==> src/rtl/uart_bridge_pkg.sv <==
// Shared constants for the UART-to-register bridge: packet bytes, reply bytes
// and the responder state encoding.
package uart_bridge_pkg;

  localparam logic [7:0] CMD_WRITE = 8'h57;
  localparam logic [7:0] CMD_READ  = 8'h52;
  localparam logic [7:0] RSP_ACK   = 8'h4B;
  localparam logic [7:0] RSP_ERR   = 8'h3F;

  typedef logic [2:0] state_t;

  localparam state_t ST_IDLE     = 3'd0;
  localparam state_t ST_GET_ADDR = 3'd1;
  localparam state_t ST_GET_DATA = 3'd2;
  localparam state_t ST_BUS_WR   = 3'd3;
  localparam state_t ST_BUS_RD   = 3'd4;
  localparam state_t ST_RD_CAP   = 3'd5;
  localparam state_t ST_SEND     = 3'd6;

  // States in which the bridge is willing to pop an RX byte.
  function automatic logic st_accepts_rx(input state_t st);
    return (st == ST_IDLE) || (st == ST_GET_ADDR) || (st == ST_GET_DATA);
  endfunction

  // States in which a partial packet is pending and the idle timer runs.
  function automatic logic st_in_packet(input state_t st);
    return (st == ST_GET_ADDR) || (st == ST_GET_DATA);
  endfunction

endpackage

==> src/rtl/uart_reg_bridge.sv <==
// Serial command responder: decodes W/R packets from the UART RX byte stream,
// drives one local-bus strobe per packet and answers with a single TX byte.
module uart_reg_bridge
  import uart_bridge_pkg::*;
#(
  parameter int ADDR_WIDTH     = 8,
  parameter int TIMEOUT_CYCLES = 8680
) (
  input  logic                  CLK,
  input  logic                  RST_N,
  input  logic [7:0]            uart_r_data,
  input  logic                  uart_r_ready,
  output logic                  uart_r_valid,
  output logic [7:0]            uart_w_data,
  output logic                  uart_w_valid,
  input  logic                  uart_w_ready,
  output logic [ADDR_WIDTH-1:0] bus_addr,
  output logic [7:0]            bus_wdata,
  output logic                  bus_we,
  output logic                  bus_re,
  input  logic [7:0]            bus_rdata,
  output logic                  timeout_pulse,
  output logic                  badcmd_pulse
);

  localparam int CNT_W = $clog2(TIMEOUT_CYCLES);
  localparam logic [CNT_W-1:0] CNT_LAST = CNT_W'(TIMEOUT_CYCLES - 1);

  state_t                state_q, state_d;
  logic                  is_wr_q, is_wr_d;
  logic [ADDR_WIDTH-1:0] addr_q, addr_d;
  logic [7:0]            wdata_q, wdata_d;
  logic [7:0]            reply_q, reply_d;
  logic [CNT_W-1:0]      cnt_q, cnt_d;
  logic                  r_valid_q, r_valid_d;
  logic                  w_valid_q, w_valid_d;
  logic                  we_q, we_d;
  logic                  re_q, re_d;
  logic                  to_q, to_d;
  logic                  bad_q, bad_d;

  logic pop;
  logic push;
  logic timeout_hit;

  assign pop  = r_valid_q & uart_r_ready;
  assign push = w_valid_q & uart_w_ready;

  // A pop in the expiry cycle keeps the packet alive.
  assign timeout_hit = st_in_packet(state_q) && (cnt_q == CNT_LAST) && !pop;

  always_comb begin
    state_d = state_q;
    is_wr_d = is_wr_q;
    addr_d  = addr_q;
    wdata_d = wdata_q;
    reply_d = reply_q;
    to_d    = 1'b0;
    bad_d   = 1'b0;

    if (pop || !st_in_packet(state_q)) begin
      cnt_d = '0;
    end else begin
      cnt_d = cnt_q + CNT_W'(1);
    end

    case (state_q)
      ST_IDLE: begin
        if (pop) begin
          if (uart_r_data == CMD_WRITE) begin
            state_d = ST_GET_ADDR;
            is_wr_d = 1'b1;
          end else if (uart_r_data == CMD_READ) begin
            state_d = ST_GET_ADDR;
            is_wr_d = 1'b0;
          end else begin
            state_d = ST_SEND;
            reply_d = RSP_ERR;
            bad_d   = 1'b1;
          end
        end
      end
      ST_GET_ADDR: begin
        if (pop) begin
          addr_d  = uart_r_data[ADDR_WIDTH-1:0];
          state_d = is_wr_q ? ST_GET_DATA : ST_BUS_RD;
        end else if (timeout_hit) begin
          state_d = ST_IDLE;
          to_d    = 1'b1;
        end
      end
      ST_GET_DATA: begin
        if (pop) begin
          wdata_d = uart_r_data;
          state_d = ST_BUS_WR;
        end else if (timeout_hit) begin
          state_d = ST_IDLE;
          to_d    = 1'b1;
        end
      end
      ST_BUS_WR: begin
        reply_d = RSP_ACK;
        state_d = ST_SEND;
      end
      ST_BUS_RD: begin
        state_d = ST_RD_CAP;
      end
      ST_RD_CAP: begin
        reply_d = bus_rdata;
        state_d = ST_SEND;
      end
      ST_SEND: begin
        if (push) begin
          state_d = ST_IDLE;
        end
      end
      default: begin
        state_d = ST_IDLE;
      end
    endcase

    // Handshake and strobe outputs are registered decodes of the next state.
    r_valid_d = st_accepts_rx(state_d);
    w_valid_d = (state_d == ST_SEND);
    we_d      = (state_d == ST_BUS_WR);
    re_d      = (state_d == ST_BUS_RD);
  end

  always_ff @(posedge CLK) begin
    if (!RST_N) begin
      state_q   <= ST_IDLE;
      is_wr_q   <= 1'b0;
      addr_q    <= '0;
      wdata_q   <= '0;
      reply_q   <= '0;
      cnt_q     <= '0;
      r_valid_q <= 1'b0;
      w_valid_q <= 1'b0;
      we_q      <= 1'b0;
      re_q      <= 1'b0;
      to_q      <= 1'b0;
      bad_q     <= 1'b0;
    end else begin
      state_q   <= state_d;
      is_wr_q   <= is_wr_d;
      addr_q    <= addr_d;
      wdata_q   <= wdata_d;
      reply_q   <= reply_d;
      cnt_q     <= cnt_d;
      r_valid_q <= r_valid_d;
      w_valid_q <= w_valid_d;
      we_q      <= we_d;
      re_q      <= re_d;
      to_q      <= to_d;
      bad_q     <= bad_d;
    end
  end

  assign uart_r_valid  = r_valid_q;
  assign uart_w_valid  = w_valid_q;
  assign uart_w_data   = reply_q;
  assign bus_addr      = addr_q;
  assign bus_wdata     = wdata_q;
  assign bus_we        = we_q;
  assign bus_re        = re_q;
  assign timeout_pulse = to_q;
  assign badcmd_pulse  = bad_q;

endmodule

==> config.mk <==
export PLATFORM = sky130hd
export DESIGN_NAME = uart_reg_bridge
export DESIGN_NICKNAME = d
export VERILOG_FILES = /design/src/rtl/uart_bridge_pkg.sv /design/src/rtl/uart_reg_bridge.sv
export SDC_FILE = /design/constraint.sdc
export NUM_CORES = 1
export LEC_CHECK = 0
export CAP_MARGIN = 20
export CORE_UTILIZATION = 49
export CTS_CLUSTER_SIZE = 24
export DETAILED_ROUTE_END_ITERATION = 10
export PLACE_DENSITY_LB_ADDON = 0.05
export SETUP_SLACK_MARGIN = 0.05
export SYNTH_ARGS = -nofsm -noshare
export SYNTH_HDL_FRONTEND = slang
export SYNTH_SLANG_ARGS = --single-unit
export TNS_END_PERCENT = 20
==> constraint.sdc <==
create_clock -name CLK -period 1.87 [get_ports CLK]
set_input_delay 0.374 -clock CLK [delete_from_list [all_inputs] [get_ports CLK]]
set_output_delay 0.374 -clock CLK [all_outputs]
set_load 0.02 [all_outputs]
==> results_dict.tcl <==
set metrics [dict create \
    synth_top_area_share 0.464 \
    critPathMaxStageDelay_ps 620 \
    place_inst 321 \
    drive_gt1_frac 0.158 \
    period_needed_ps 1650 \
    drc_errors 0 \
    ctsHoldBuffers 0 \
    crit_fanout 4 \
    seq_area_frac_synth 0.464 \
    synth.distinct_cells 47 \
    synth_area_per_cell_um2 9.63 \
    crit_arrival_ps 1280 \
    async_reset_ff_frac 0 \
    power.leakage_nw 1.03 \
    synthFlopType "dfxtp_1" \
    drt_iter0_drc 72 \
    skew_ps 3.25 \
    diodes 0 \
    area_growth_pct 34.8 \
    synth_top_area_cell "dfxtp_1" \
    clk-insertion-delay-late_ps 290 \
    wl_um 4330 \
    post-cts-setup-buffers 0 \
    antenna_left 0 \
    crit_chain "clkdlybuf4s50_1" \
    overflow 0 \
    via_per_inst 5.14 \
    drv_slew 0 \
    core_um2 4030 \
    syn_nets 236 \
    place.gp.congestion 0.786 \
    outcome "completed" \
    cts_resized 0 \
    die_w_um 67.0 \
    rsz0062_at_grt "no" \
    grt_pass1_wl_um 7180 \
    cp-end-kind "primary output" \
    pwr_density_cell_nw_per_um2 1030 \
    cts.sinks 48 \
    grt_pass1_vias 1594 \
    yosysWarnings 0 \
    vdd_drop_max_v 0.000612 \
    synth_cells 215 \
    cts-root-buf "clkbuf_8" \
    tightest_slew_ps 380 \
    numCtsBuffers 5 \
    clk_path_buf_depth 2 \
    floorplan.initialDensity 0.514 \
    slew_headroom 0.745 \
    synth_common_cells "dfxtp_1, nor2_1, mux2i_1" \
    worstSetupPathType "reg2out" \
    cp.buffers_inverters 1 \
    stdcell_count 329 \
    dr_total_vias 1692 \
    wl_per_cell_um 13.2 \
    hpwl_um 3170 \
    syn-cell-area_um2 2070 \
    synth_edf_count 0 \
    htreeDepth 2 \
    finalSetupViolations 0 \
    startpoint_type "flop" \
    row_count 23 \
    cp_top_family "buffers and inverters" \
    nNetsFinal 299 \
    drtPass1Iterations 4 \
    path_clk_slew_ps 80 \
    io_buffers 49 \
    worst_hold_slack_ps 457 \
    hp-class "reg2reg" \
    yosys-top-cells-area "dfxtp_1, mux2i_1, nor2_1" \
    cts_tree "built" \
    ios 50 \
    maxCapViolations 0 \
    max_freq_mhz 605 \
    antenna_found_initial 0 \
    die_y_um 67.0 \
    synth.most_common_cell "dfxtp_1" \
    final_util 0.693 \
    fin_crit_sh 0.884 \
    hold_viol 0 \
    die_area_um2 4490 \
    grt_use_total 0.214 \
    grt_max_degree 24 \
    critPathRequiredTime_ps 1500 \
    cp_slowest_cell "clkdlybuf4s50_1" \
    ys_seq_elements 48 \
]
## state kept, by name, summed over array words and instances, names as in the netlist
name and flops:
badcmd_pulse 1, bus_addr 8, bus_re 1, bus_wdata 8, bus_we 1, cnt_q 14
is_wr_q 1, state_q 3, timeout_pulse 1, uart_r_valid 1, uart_w_data 8, uart_w_valid 1
## path summary, 6_finish.rpt
check / startpoint / end / slack, ps / cells past startpoint
max: uart_r_valid$_SDFF_PN0_ / uart_r_valid / 220 / 1
min: uart_w_data[5]$_SDFFE_PN0P_ / uart_w_data[5]$_SDFFE_PN0P_ / 460 / 2
max reg2reg: cnt_q[11]$_SDFF_PP0_ / state_q[0]$_SDFF_PN0_ / 230 / 4
min reg2reg: uart_w_data[5]$_SDFFE_PN0P_ / uart_w_data[5]$_SDFFE_PN0P_ / 460 / 2
## final cells by class
type | instances | area, um2
clock buffer | 8 | 90.1
fill | 341 | 1240
tap | 50 | 62.6
multi-input combinational | 149 | 1020
sequential | 48 | 961
timing repair buffer | 66 | 631
inverter | 8 | 30.0
## power by group
part,switching (mW),internal [mW],leakage [nW],total [mW]
Sequential,0.107,1.15,0.389,1.26
Clock,0.328,0.302,0.0455,0.630
Combinational,0.509,0.488,0.596,0.997
Total,0.944,1.94,1.03,2.89
## routing by layer
metal  track usage  wire, um  vias up
li1              -         -      875
met1         0.265      2050      768
met2         0.341      1950       44
met3        0.0668       268        5
met4        0.0824        55        0
met5             0         0        -
## cells in the final DEF (no fill, tap or decap), types with 4 or more instances in the layout
master           count
a211oi_1             4
mux2i_1             17
nor2_2               8
nor2b_1              6
clkdlybuf4s50_1     49
nand2_1             15
clkbuf_8             6
nor2_1              23
dfxtp_1             48
inv_1                7
nand3_1              6
nor3_1               4
xnor2_1              9
a21oi_1              7
a31oi_1              7
buf_4               16
o21ai_0              4
## logic make-up (layout without fill, tap and decap cells)
logic type	count (synthesis)	count (layout)	synth area share
buffers and inverters	18	82	0.0447
adders and majority gates	1	1	0.00604
DFF	48	48	0.464
muxes	17	17	0.0822
xor gates and xnor gates	11	11	0.0465
and+or+nand+nor	86	86	0.243
AOI/OAI and AO/OA	34	34	0.114
## stage by stage
step	cell area, um2	setup TNS (ps)	power, mW	worst slack, ps
final	2790	0	2.89	217
after global routing	2790	0	3.04	128
after CTS	2790	0	2.90	202
after detailed placement	2700	-377	2.28	-61.8
after global placement	2700	-152	2.26	-34.2
after floorplan	2070	0	1.90	390
(Power assumes the default switching activity.)
